`src/rtl/fifo_param.sv`:
```
`default_nettype none
// ============================================================================
// Module      : fifo_param
// Description : Single-clock synchronous FIFO with a registered request-
//               classification state machine, registered read data, an
//               occupancy count, full/empty/almost flags and per-request
//               acknowledge/error pulses.
// Revision    : 1.0 - initial release
// ----------------------------------------------------------------------------
// Ports
//   clk           in   1           rising-edge clock
//   reset_n       in   1           asynchronous active-low reset
//   wr_en         in   1           write request
//   rd_en         in   1           read request
//   d_in          in   DATA_WIDTH  write data, sampled with wr_en
//   d_out         out  DATA_WIDTH  registered read data
//   data_count    out  CNT_W       stored entries, 0..DEPTH
//   full/empty    out  1           count==DEPTH / count==0
//   almost_full   out  1           count>=AFULL_LVL
//   almost_empty  out  1           count<=AEMPTY_LVL
//   wr_ack/wr_err out  1           write accepted / rejected (one cycle late)
//   rd_ack/rd_err out  1           read accepted / rejected (one cycle late)
// ============================================================================
module fifo_param #(
    parameter int unsigned DATA_WIDTH = 32,
    parameter int unsigned DEPTH      = 8,
    parameter int unsigned AFULL_LVL  = DEPTH - 1,
    parameter int unsigned AEMPTY_LVL = 1,
    localparam int unsigned ADDR_W    = $clog2(DEPTH),
    localparam int unsigned CNT_W     = ADDR_W + 1
) (
    input  logic                  clk,
    input  logic                  reset_n,
    input  logic                  wr_en,
    input  logic                  rd_en,
    input  logic [DATA_WIDTH-1:0] d_in,
    output logic [DATA_WIDTH-1:0] d_out,
    output logic [CNT_W-1:0]      data_count,
    output logic                  full,
    output logic                  empty,
    output logic                  almost_full,
    output logic                  almost_empty,
    output logic                  wr_ack,
    output logic                  wr_err,
    output logic                  rd_ack,
    output logic                  rd_err
);

    localparam logic [CNT_W-1:0] C_DEPTH  = CNT_W'(DEPTH);
    localparam logic [CNT_W-1:0] C_AFULL  = CNT_W'(AFULL_LVL);
    localparam logic [CNT_W-1:0] C_AEMPTY = CNT_W'(AEMPTY_LVL);

    typedef enum logic [3:0] {
        INIT     = 4'd0,
        NO_OP    = 4'd1,
        WRITE    = 4'd2,
        READ     = 4'd3,
        WR_RD    = 4'd4,
        WR_ERR   = 4'd5,
        RD_ERR   = 4'd6,
        WR_RDERR = 4'd7,
        RD_WRERR = 4'd8
    } state_t;

    state_t                  state_q, state_d;
    logic [ADDR_W-1:0]       wr_ptr_q, wr_ptr_d;
    logic [ADDR_W-1:0]       rd_ptr_q, rd_ptr_d;
    logic [CNT_W-1:0]        count_q, count_d;
    logic [DATA_WIDTH-1:0]   dout_q, dout_d;
    logic [DATA_WIDTH-1:0]   mem_q [DEPTH];

    logic is_full;
    logic is_empty;
    logic do_wr;
    logic do_rd;

    assign is_full  = (count_q == C_DEPTH);
    assign is_empty = (count_q == '0);

    // Classify the request pair against the current occupancy. The chosen
    // state also decides which accesses are performed on this edge.
    always_comb begin
        state_d = NO_OP;
        case ({wr_en, rd_en})
            2'b00:   state_d = NO_OP;
            2'b10:   state_d = is_full  ? WR_ERR : WRITE;
            2'b01:   state_d = is_empty ? RD_ERR : READ;
            2'b11: begin
                // Empty: no fall-through of the word being written.
                // Full: the slot freed by the read is not reused this cycle.
                if (is_empty)     state_d = WR_RDERR;
                else if (is_full) state_d = RD_WRERR;
                else              state_d = WR_RD;
            end
            default: state_d = NO_OP;
        endcase
    end

    assign do_wr = (state_d == WRITE) || (state_d == WR_RD) || (state_d == WR_RDERR);
    assign do_rd = (state_d == READ)  || (state_d == WR_RD) || (state_d == RD_WRERR);

    always_comb begin
        wr_ptr_d = wr_ptr_q;
        rd_ptr_d = rd_ptr_q;
        count_d  = count_q;
        dout_d   = dout_q;
        // DEPTH is a power of two, so pointer wrap is the natural overflow.
        if (do_wr) begin
            wr_ptr_d = wr_ptr_q + ADDR_W'(1);
        end
        if (do_rd) begin
            rd_ptr_d = rd_ptr_q + ADDR_W'(1);
            dout_d   = mem_q[rd_ptr_q];
        end
        if (do_wr && !do_rd) begin
            count_d = count_q + CNT_W'(1);
        end else if (do_rd && !do_wr) begin
            count_d = count_q - CNT_W'(1);
        end
    end

    always_ff @(posedge clk or negedge reset_n) begin
        if (!reset_n) begin
            state_q  <= INIT;
            wr_ptr_q <= '0;
            rd_ptr_q <= '0;
            count_q  <= '0;
            dout_q   <= '0;
        end else begin
            state_q  <= state_d;
            wr_ptr_q <= wr_ptr_d;
            rd_ptr_q <= rd_ptr_d;
            count_q  <= count_d;
            dout_q   <= dout_d;
        end
    end

    // Storage is not reset; occupancy tracking keeps stale words unreachable.
    always_ff @(posedge clk) begin
        if (do_wr && reset_n) begin
            mem_q[wr_ptr_q] <= d_in;
        end
    end

    assign d_out        = dout_q;
    assign data_count   = count_q;
    assign full         = is_full;
    assign empty        = is_empty;
    assign almost_full  = (count_q >= C_AFULL);
    assign almost_empty = (count_q <= C_AEMPTY);

    // Status pulses come straight from the state register, so they lag the
    // sampling edge by one cycle and repeat while the same request repeats.
    assign wr_ack = (state_q == WRITE)  || (state_q == WR_RD) || (state_q == WR_RDERR);
    assign rd_ack = (state_q == READ)   || (state_q == WR_RD) || (state_q == RD_WRERR);
    assign wr_err = (state_q == WR_ERR) || (state_q == RD_WRERR);
    assign rd_err = (state_q == RD_ERR) || (state_q == WR_RDERR);

endmodule
`default_nettype wire

```
`config.mk`:
```
export PLATFORM = sky130hd
export DESIGN_NAME = fifo_param
export DESIGN_NICKNAME = d
export VERILOG_FILES = /design/src/rtl/fifo_param.sv
export SDC_FILE = /design/constraint.sdc
export NUM_CORES = 1
export LEC_CHECK = 0
export BUFFER_PORTS_ARGS = -buffer_cell sky130_fd_sc_hd__clkbuf_2
export CAP_MARGIN = 0
export CORE_MARGIN = 4
export CORE_UTILIZATION = 40
export DETAILED_ROUTE_END_ITERATION = 12
export GPL_ROUTABILITY_DRIVEN = 0
export PLACE_DENSITY = 0.67
export SLEW_MARGIN = 20
export SYNTH_ARGS = -nofsm -noshare
export SYNTH_HDL_FRONTEND = slang
export SYNTH_SLANG_ARGS = --single-unit
```
`constraint.sdc`:
```
create_clock -name clk -period 12.1 [get_ports clk]
set_clock_uncertainty 0.05 [all_clocks]
set_input_delay 1.815 -clock clk [delete_from_list [all_inputs] [get_ports clk]]
set_output_delay 1.815 -clock clk [all_outputs]
set_load 0.01 [all_outputs]
```
==> results.sh, run 1 <==
export IMPL_fin_crit_ps=4000
export IMPL_outcome="completed"
export IMPL_core_area_um2=28900
export IMPL_cts_buffers=30
export IMPL_async_flop_share=0.152
export IMPL_crit_type="flip-flop to primary output"
export IMPL_synth_distinct_cells=32
export IMPL_ant_nets=0
export IMPL_synth_fa_ha_area_frac=0.00636
export IMPL_drive_gt1_frac=0.283
export IMPL_first_pass_iters=5
export IMPL_critical_path_arrival_ps=2130
export IMPL_fin_ws_ps=8100
export IMPL_fp_dieW_um=180
export IMPL_clk_pin_slew_ps=60
export IMPL_rsz0062_at_grt="false"
export IMPL_yosysWarnings=0
export IMPL_tns_ps=0
export IMPL_post_cts_resized=0
export IMPL_grt_pass1_vias=6413
export IMPL_cp_start_kind="flip-flop"
export IMPL_root_buffer="clkbuf_16"
export IMPL_drv_slew=0
export IMPL_postSynthCellCount=673
export IMPL_hold_viol=0
export IMPL_postSynthNetCount=715
export IMPL_synthMuxAreaShare=0.120
export IMPL_syn_avg_cell_area_um2=17.5
export IMPL_final_cell_mix="edfxtp_1, clkbuf_2, mux2_2, mux2i_1, dfrtp_1"
export IMPL_syn_to_final_growth_pct=15.6
export IMPL_finalSetupViolCount=0
export IMPL_row_count=62
export IMPL_min_path_type="flip-flop to flip-flop"
export IMPL_endpoint_kind="primary output"
export IMPL_grt_max_degree=73
export IMPL_num_io_pins=80
export IMPL_max_clock_path_buffers=3
export IMPL_clk_latency_ps=540
export IMPL_viasPerCell=5.26
export IMPL_die_area_um2=32300
export IMPL_synth_edff_count=256
export IMPL_synth_compound_area_frac=0.0780
export IMPL_htree_levels=1
export IMPL_postCtsHoldBufs=0
export IMPL_gr_usage_met2=0.235
export IMPL_cts_tree="yes"
export IMPL_ys_flop_type="edfxtp_1"
export IMPL_cellLeakagePower_uw=0.00488
export IMPL_fmax_mhz=250
export IMPL_start_util=0.408
export IMPL_synth_top_family_by_area="multiplexers"
export IMPL_die_h_um=180
export IMPL_post_route_period_util=0.330
export IMPL_final_common_cell="edfxtp_1"
export IMPL_required_ps=10230
export IMPL_max_cap_viol_count=0
export IMPL_postCtsSetupBuffers=0
export IMPL_path_max_fanout=38
export IMPL_power_density_nw_per_um2=228
export IMPL_hpwl_um=14100
export IMPL_grt_usage=0.144
export IMPL_syn_cell_area_um2=11800
export IMPL_top_usage_layer="met2"
export IMPL_antenna_cells=0
export IMPL_antenna_found_initial=0
export IMPL_wl_um=24000
export IMPL_use_met1=0.200
export IMPL_grt_use_met3=0.0255
export IMPL_tightest_slew_ps=1010
export IMPL_drtIter0Drc=439
export IMPL_ir_worst_vdd_uv=113
export IMPL_grt_pass1_wl_um=37200
export IMPL_nNetsFinal=806
export IMPL_grt_overflow_total=0
export IMPL_num_vias=6159
export IMPL_synth_xor_area_frac=0.00890
export IMPL_drc=0
export IMPL_ys_seq_area_frac=0.748
export IMPL_yosys_area_share_simple=0.0182
export IMPL_pre_cts_ws_ps=7740
export IMPL_wire_per_inst_um=20.5
export IMPL_synth_seq_cells=302
export IMPL_numClockSinks=302
export IMPL_slew_headroom=0.322
export IMPL_port_buffers=79
export IMPL_fillers=2451
-- cells by family after synthesis --
group	count (synthesis)
buffers and inverters	45
muxes	133
and+or+nand+nor	40
DFF	302
xor gates and xnor gates	12
AOI/OAI and AO/OA	135
adders and majority gates	6
-- registers in the layout, summed over array words and instances, names as in the netlist --
name	count
data_count	4
state_q	4
wr_ptr_q	3
d_out	32
rd_ptr_q	3
mem_q	256
-- area by class of cell --
cell class	instances	area, um^2	area share
sequential	302	8840	0.647
tap	384	480	0.0352
clock buffer	41	833	0.0610
timing repair buffer	99	578	0.0423
clock inverter	15	108	0.00788
inverter	5	18.8	0.00137
multi-input combinational	326	2800	0.205
-- synthesized netlist by cell type (2+ instances only) --
library cell | count | area (um^2)
buf_6 | 4 | 45.0
buf_2 | 5 | 25.0
xor2_1 | 3 | 26.3
nand3b_1 | 3 | 22.5
o21ai_0 | 33 | 165
clkbuf_1 | 22 | 82.6
inv_1 | 5 | 18.8
xnor2_1 | 9 | 78.8
a22o_1 | 32 | 280
nor3b_1 | 2 | 15.0
a21oi_1 | 4 | 20.0
nand2_1 | 8 | 30.0
mux2_2 | 67 | 754
o31ai_1 | 33 | 248
nor4_1 | 2 | 12.5
nor2_1 | 9 | 33.8
edfxtp_1 | 256 | 7690
dfrtp_1 | 46 | 1150
mux2i_1 | 66 | 661
o22ai_1 | 32 | 200
nor3_1 | 5 | 25.0
buf_4 | 9 | 67.6
nand3_1 | 3 | 15.0
nand2b_1 | 2 | 12.5
ha_1 | 6 | 75.1
-- through the flow --
stage                     utilization  total power [uW]  std cells  instance area, um^2  hold slack [ps]
after floorplan                     -              1990        673                11800              457
after global placement          0.438              2250       1114                12700              449
after detailed placement        0.438              2260       1114                12700              455
after CTS                       0.470              3140       1170                13600              466
after global routing            0.472              3270       1172                13700              494
final                           0.472              3120       1172                13700              463
-- metal layers --
layer  share of wire  wire (um)
met1            0.45      10800
met2            0.47      11400
met3           0.053       1260
met4           0.022        532
met5               0          0
-- power breakdown --
part           switching, uW  internal (uW)  total [uW]  leakage (uW)
clock network            371            503         874      0.000454
registers                133           1270        1410       0.00286
logic                    454            380         834       0.00156
total                    958           2160        3120       0.00488
-- worst max-delay path, cell delays in order, from the launching register on --
cell      delay, ps
dfrtp_1         460
inv_1            90
ha_1            220
nor3b_2         180
buf_4           430
clkbuf_2        220
-- path summary, 6_finish.rpt --
path	startpoint	slack [ps]	to	cells after the start
worst max register to register	data_count[0]$_DFFE_PN0P_	8670	data_count[3]$_DFFE_PN0P_	9
worst min register to register	d_out[21]$_DFFE_PN0P_	460	d_out[21]$_DFFE_PN0P_	2
worst max-delay path	data_count[0]$_DFFE_PN0P_	8100	empty	5
worst min-delay path	d_out[21]$_DFFE_PN0P_	460	d_out[21]$_DFFE_PN0P_	2
min in group asynchronous	reset_n	1360	data_count[0]$_DFFE_PN0P_	2
max in group asynchronous	reset_n	10090	rd_ptr_q[0]$_DFFE_PN0P_	2
Note: power is estimated with default switching activity, not from simulation.
==> run 2: changes to the inputs <==
Settings changed: ABC_AREA set to 1, PLACE_DENSITY 0.67 to 0.69.
Clock period 12.1 ns to 3.2 ns, I/O delays scaled along.
==> results.sh, run 2 <==
export IMPL_outcome="completed"
export IMPL_num_vias=8259
export IMPL_min_path_type="primary input to async pin"
export IMPL_max_clock_path_buffers=3
export IMPL_antenna_found_initial=2
export IMPL_fin_ws_ps=538
export IMPL_clk_latency_ps=540
export IMPL_final_common_cell="nand2_1"
export IMPL_required_ps=3330
export IMPL_yosys_area_share_simple=0.204
export IMPL_clk_pin_slew_ps=70
export IMPL_core_area_um2=31600
export IMPL_drc=0
export IMPL_hpwl_um=15700
export IMPL_pwr_share_seq=0.418
export IMPL_hold_viol=0
export IMPL_postCtsHoldBufs=0
export IMPL_fp_dieW_um=187
export IMPL_grt_max_degree=66
export IMPL_tightest_slew_ps=838
export IMPL_path_max_fanout=32
export IMPL_synthTopCellsByCount="nand2_1, edfxtp_1, inv_1"
export IMPL_grt_pass1_wl_um=42900
export IMPL_comb_power_share=0.303
export IMPL_rsz0062_at_grt="false"
export IMPL_cellLeakagePower_uw=0.00646
export IMPL_synthMuxAreaShare=0
export IMPL_endpoint_kind="flip-flop"
export IMPL_cts_tree="yes"
export IMPL_drtIter0Drc=612
export IMPL_slowest_stage="dfrtp_1"
export IMPL_ant_nets=0
export IMPL_synth_top_cell_by_area="edfxtp_1"
export IMPL_fmax_mhz=376
export IMPL_synth_distinct_cells=26
export IMPL_drv_slew=0
export IMPL_final_cell_mix="nand2_1, edfxtp_1, inv_1, nand3_1, clkbuf_2"
export IMPL_synth_compound_area_frac=0.00695
export IMPL_final_cells=1725
export IMPL_ys_flop_type="edfxtp_1"
export IMPL_top_register="mem_q"
export IMPL_rr_endpoint="mem_q[7][22]$_DFFE_PP_"
export IMPL_yosysWarnings=0
export IMPL_viasPerCell=4.79
export IMPL_pre_cts_ws_ps=554
export IMPL_synth_xor_area_frac=0.00549
export IMPL_cts_buffers=30
export IMPL_synth_seq_cells=302
export IMPL_rr_startpoint="data_count[0]$_DFFE_PN0P_"
export IMPL_grt_overflow_total=0
export IMPL_grt_pass1_vias=8119
export IMPL_p_int_uw=8030
export IMPL_async_flop_share=0.152
export IMPL_num_io_pins=80
export IMPL_finalPower_uw=12300
export IMPL_nNetsFinal=1340
export IMPL_crit_top_cell="inv_1"
export IMPL_slew_headroom=0.441
export IMPL_synth_fa_ha_area_frac=0.00588
export IMPL_port_buffers=79
export IMPL_worstPathCellList="inv_1 -> ha_1 -> nand3_2 -> nand2_1 -> inv_1 -> nand3_1 -> nor2_4 -> buf_4"
export IMPL_largest_reg_flops=256
export IMPL_power_density_nw_per_um2=845
export IMPL_wire_per_inst_um=15.7
export IMPL_syn_cell_area_um2=12800
export IMPL_fin_crit_ps=2660
export IMPL_critPathLaunch="data_count[0]$_DFFE_PN0P_"
export IMPL_start_util=0.405
export IMPL_ys_seq_area_frac=0.692
export IMPL_drive_gt1_frac=0.126
export IMPL_wl_um=27000
export IMPL_place_area_um2=13600
export IMPL_swShare=0.350
export IMPL_synth_edff_count=256
export IMPL_postSynthCellCount=1219
export IMPL_die_h_um=187
export IMPL_syn_avg_cell_area_um2=10.5
export IMPL_syn_to_final_growth_pct=14.4
export IMPL_row_count=65
export IMPL_htree_levels=1
export IMPL_cp_start_kind="flip-flop"
export IMPL_critical_path_arrival_ps=2790
export IMPL_post_route_period_util=0.832
export IMPL_synth_most_common_cell="nand2_1"
export IMPL_numClockSinks=302
export IMPL_synth_top_area_frac=0.602
export IMPL_place_inst=1668
export IMPL_max_cap_viol_count=0
export IMPL_crit_type="flip-flop to flip-flop"
export IMPL_critical_path_max_stage_delay_ps=470
export IMPL_p_clk_frac=0.279
export IMPL_r2r_slack_ps=540
export IMPL_p_sw_uw=4320
export IMPL_ir_worst_vdd_uv=447
export IMPL_post_cts_resized=0
export IMPL_die_area_um2=34900
export IMPL_postSynthNetCount=1261
export IMPL_ys_top_cells_by_area="edfxtp_1, nand2_1, dfrtp_1"
export IMPL_first_pass_iters=5
export IMPL_grt_usage=0.150
export IMPL_fin_area_um2=14600
export IMPL_synth_top_family_by_area="simple AND/OR/NAND/NOR gates"
export IMPL_root_buffer="clkbuf_16"
export IMPL_finalSetupViolCount=0
export IMPL_reg2reg_depth=8
export IMPL_postCtsSetupBuffers=0
-- run 2: cell types whose count changed in the layout (fill, tap and decap cells not counted), sizes merged, moves of 7 or more --
cell / previous run / this run
mux2: 67 / 0
inv: 6 / 215
o22ai: 32 / 0
o31ai: 33 / 2
nand2: 8 / 402
mux2i: 66 / 0
nand3: 3 / 197
a22o: 32 / 0
o21ai: 33 / 8
xnor2: 9 / 2
-- run 2: logic make-up (layout without fill, tap and decap cells) --
family / after synthesis / in the layout
simple gates: 618 / 618
flops: 302 / 302
buf+inv: 270 / 373
compound gates: 15 / 15
xor+xnor: 8 / 8
fa+ha+maj: 6 / 6
other cells: 0 / 1
-- run 2: routing by layer --
layer | GRT usage | wire (um) | up-vias
met2 | 0.258 | 13400 | 228
met5 | 0 | 13 | -
li1 | - | - | 4081
met4 | 0.0464 | 673 | 2
met1 | 0.196 | 11500 | 3896
met3 | 0.0238 | 1470 | 52
-- run 2: cell type report --
| cell class | count | area, um^2 |
|---|---|---|
| Timing Repair Buffer | 102 | 581 |
| Antenna cell | 1 | 2.50 |
| Sequential cell | 302 | 8840 |
| Multi-Input combinational cell | 647 | 2890 |
| Clock buffer | 40 | 808 |
| Inverter | 215 | 812 |
| Tap cell | 402 | 503 |
| Fill cell | 2803 | 16900 |
| Clock inverter | 16 | 168 |
-- run 2: how the worst max path moves through the flow --
stage / cells after the start / slack (ps) / end
finish: 8 / 540 / mem_q[7][22]$_DFFE_PP_
global route: 8 / 290 / mem_q[7][7]$_DFFE_PP_
CTS: 8 / 510 / mem_q[7][13]$_DFFE_PP_
detailed placement: 8 / 550 / mem_q[7][7]$_DFFE_PP_
global placement: 8 / 670 / mem_q[7][14]$_DFFE_PP_
floorplan: 7 / -740 / mem_q[0][0]$_DFFE_PP_
-- run 2: worst max-delay path: cells and delay by family, from the launching register on --
kind / cells / cell delay (ps)
adder cells (fa/ha/maj): 1 / 270
buffers and inverters: 3 / 730
flip-flops: 1 / 470
AND/OR/NAND/NOR: 4 / 770
-- run 2: metrics by stage --
stage | TNS, ps | hold WS, ps | util
final | 0 | 106 | 0.463
after global routing | 0 | 154 | 0.463
after CTS | 0 | 133 | 0.463
after detailed placement | 0 | 415 | 0.432
after global placement | 0 | 417 | 0.432
after floorplan | -94920 | 134 | -
-- run 2: power groups by stage --
stage | logic (uW) | registers [uW] | clock network (uW)
4_1_cts | 3800 | 5160 | 3510
2_1_floorplan | 2570 | 5230 | 0
6_report | 3740 | 5160 | 3450
3_5_place_dp | 3770 | 5240 | 0
3_3_place_gp | 3660 | 5220 | 0
5_1_grt | 4200 | 5220 | 3670
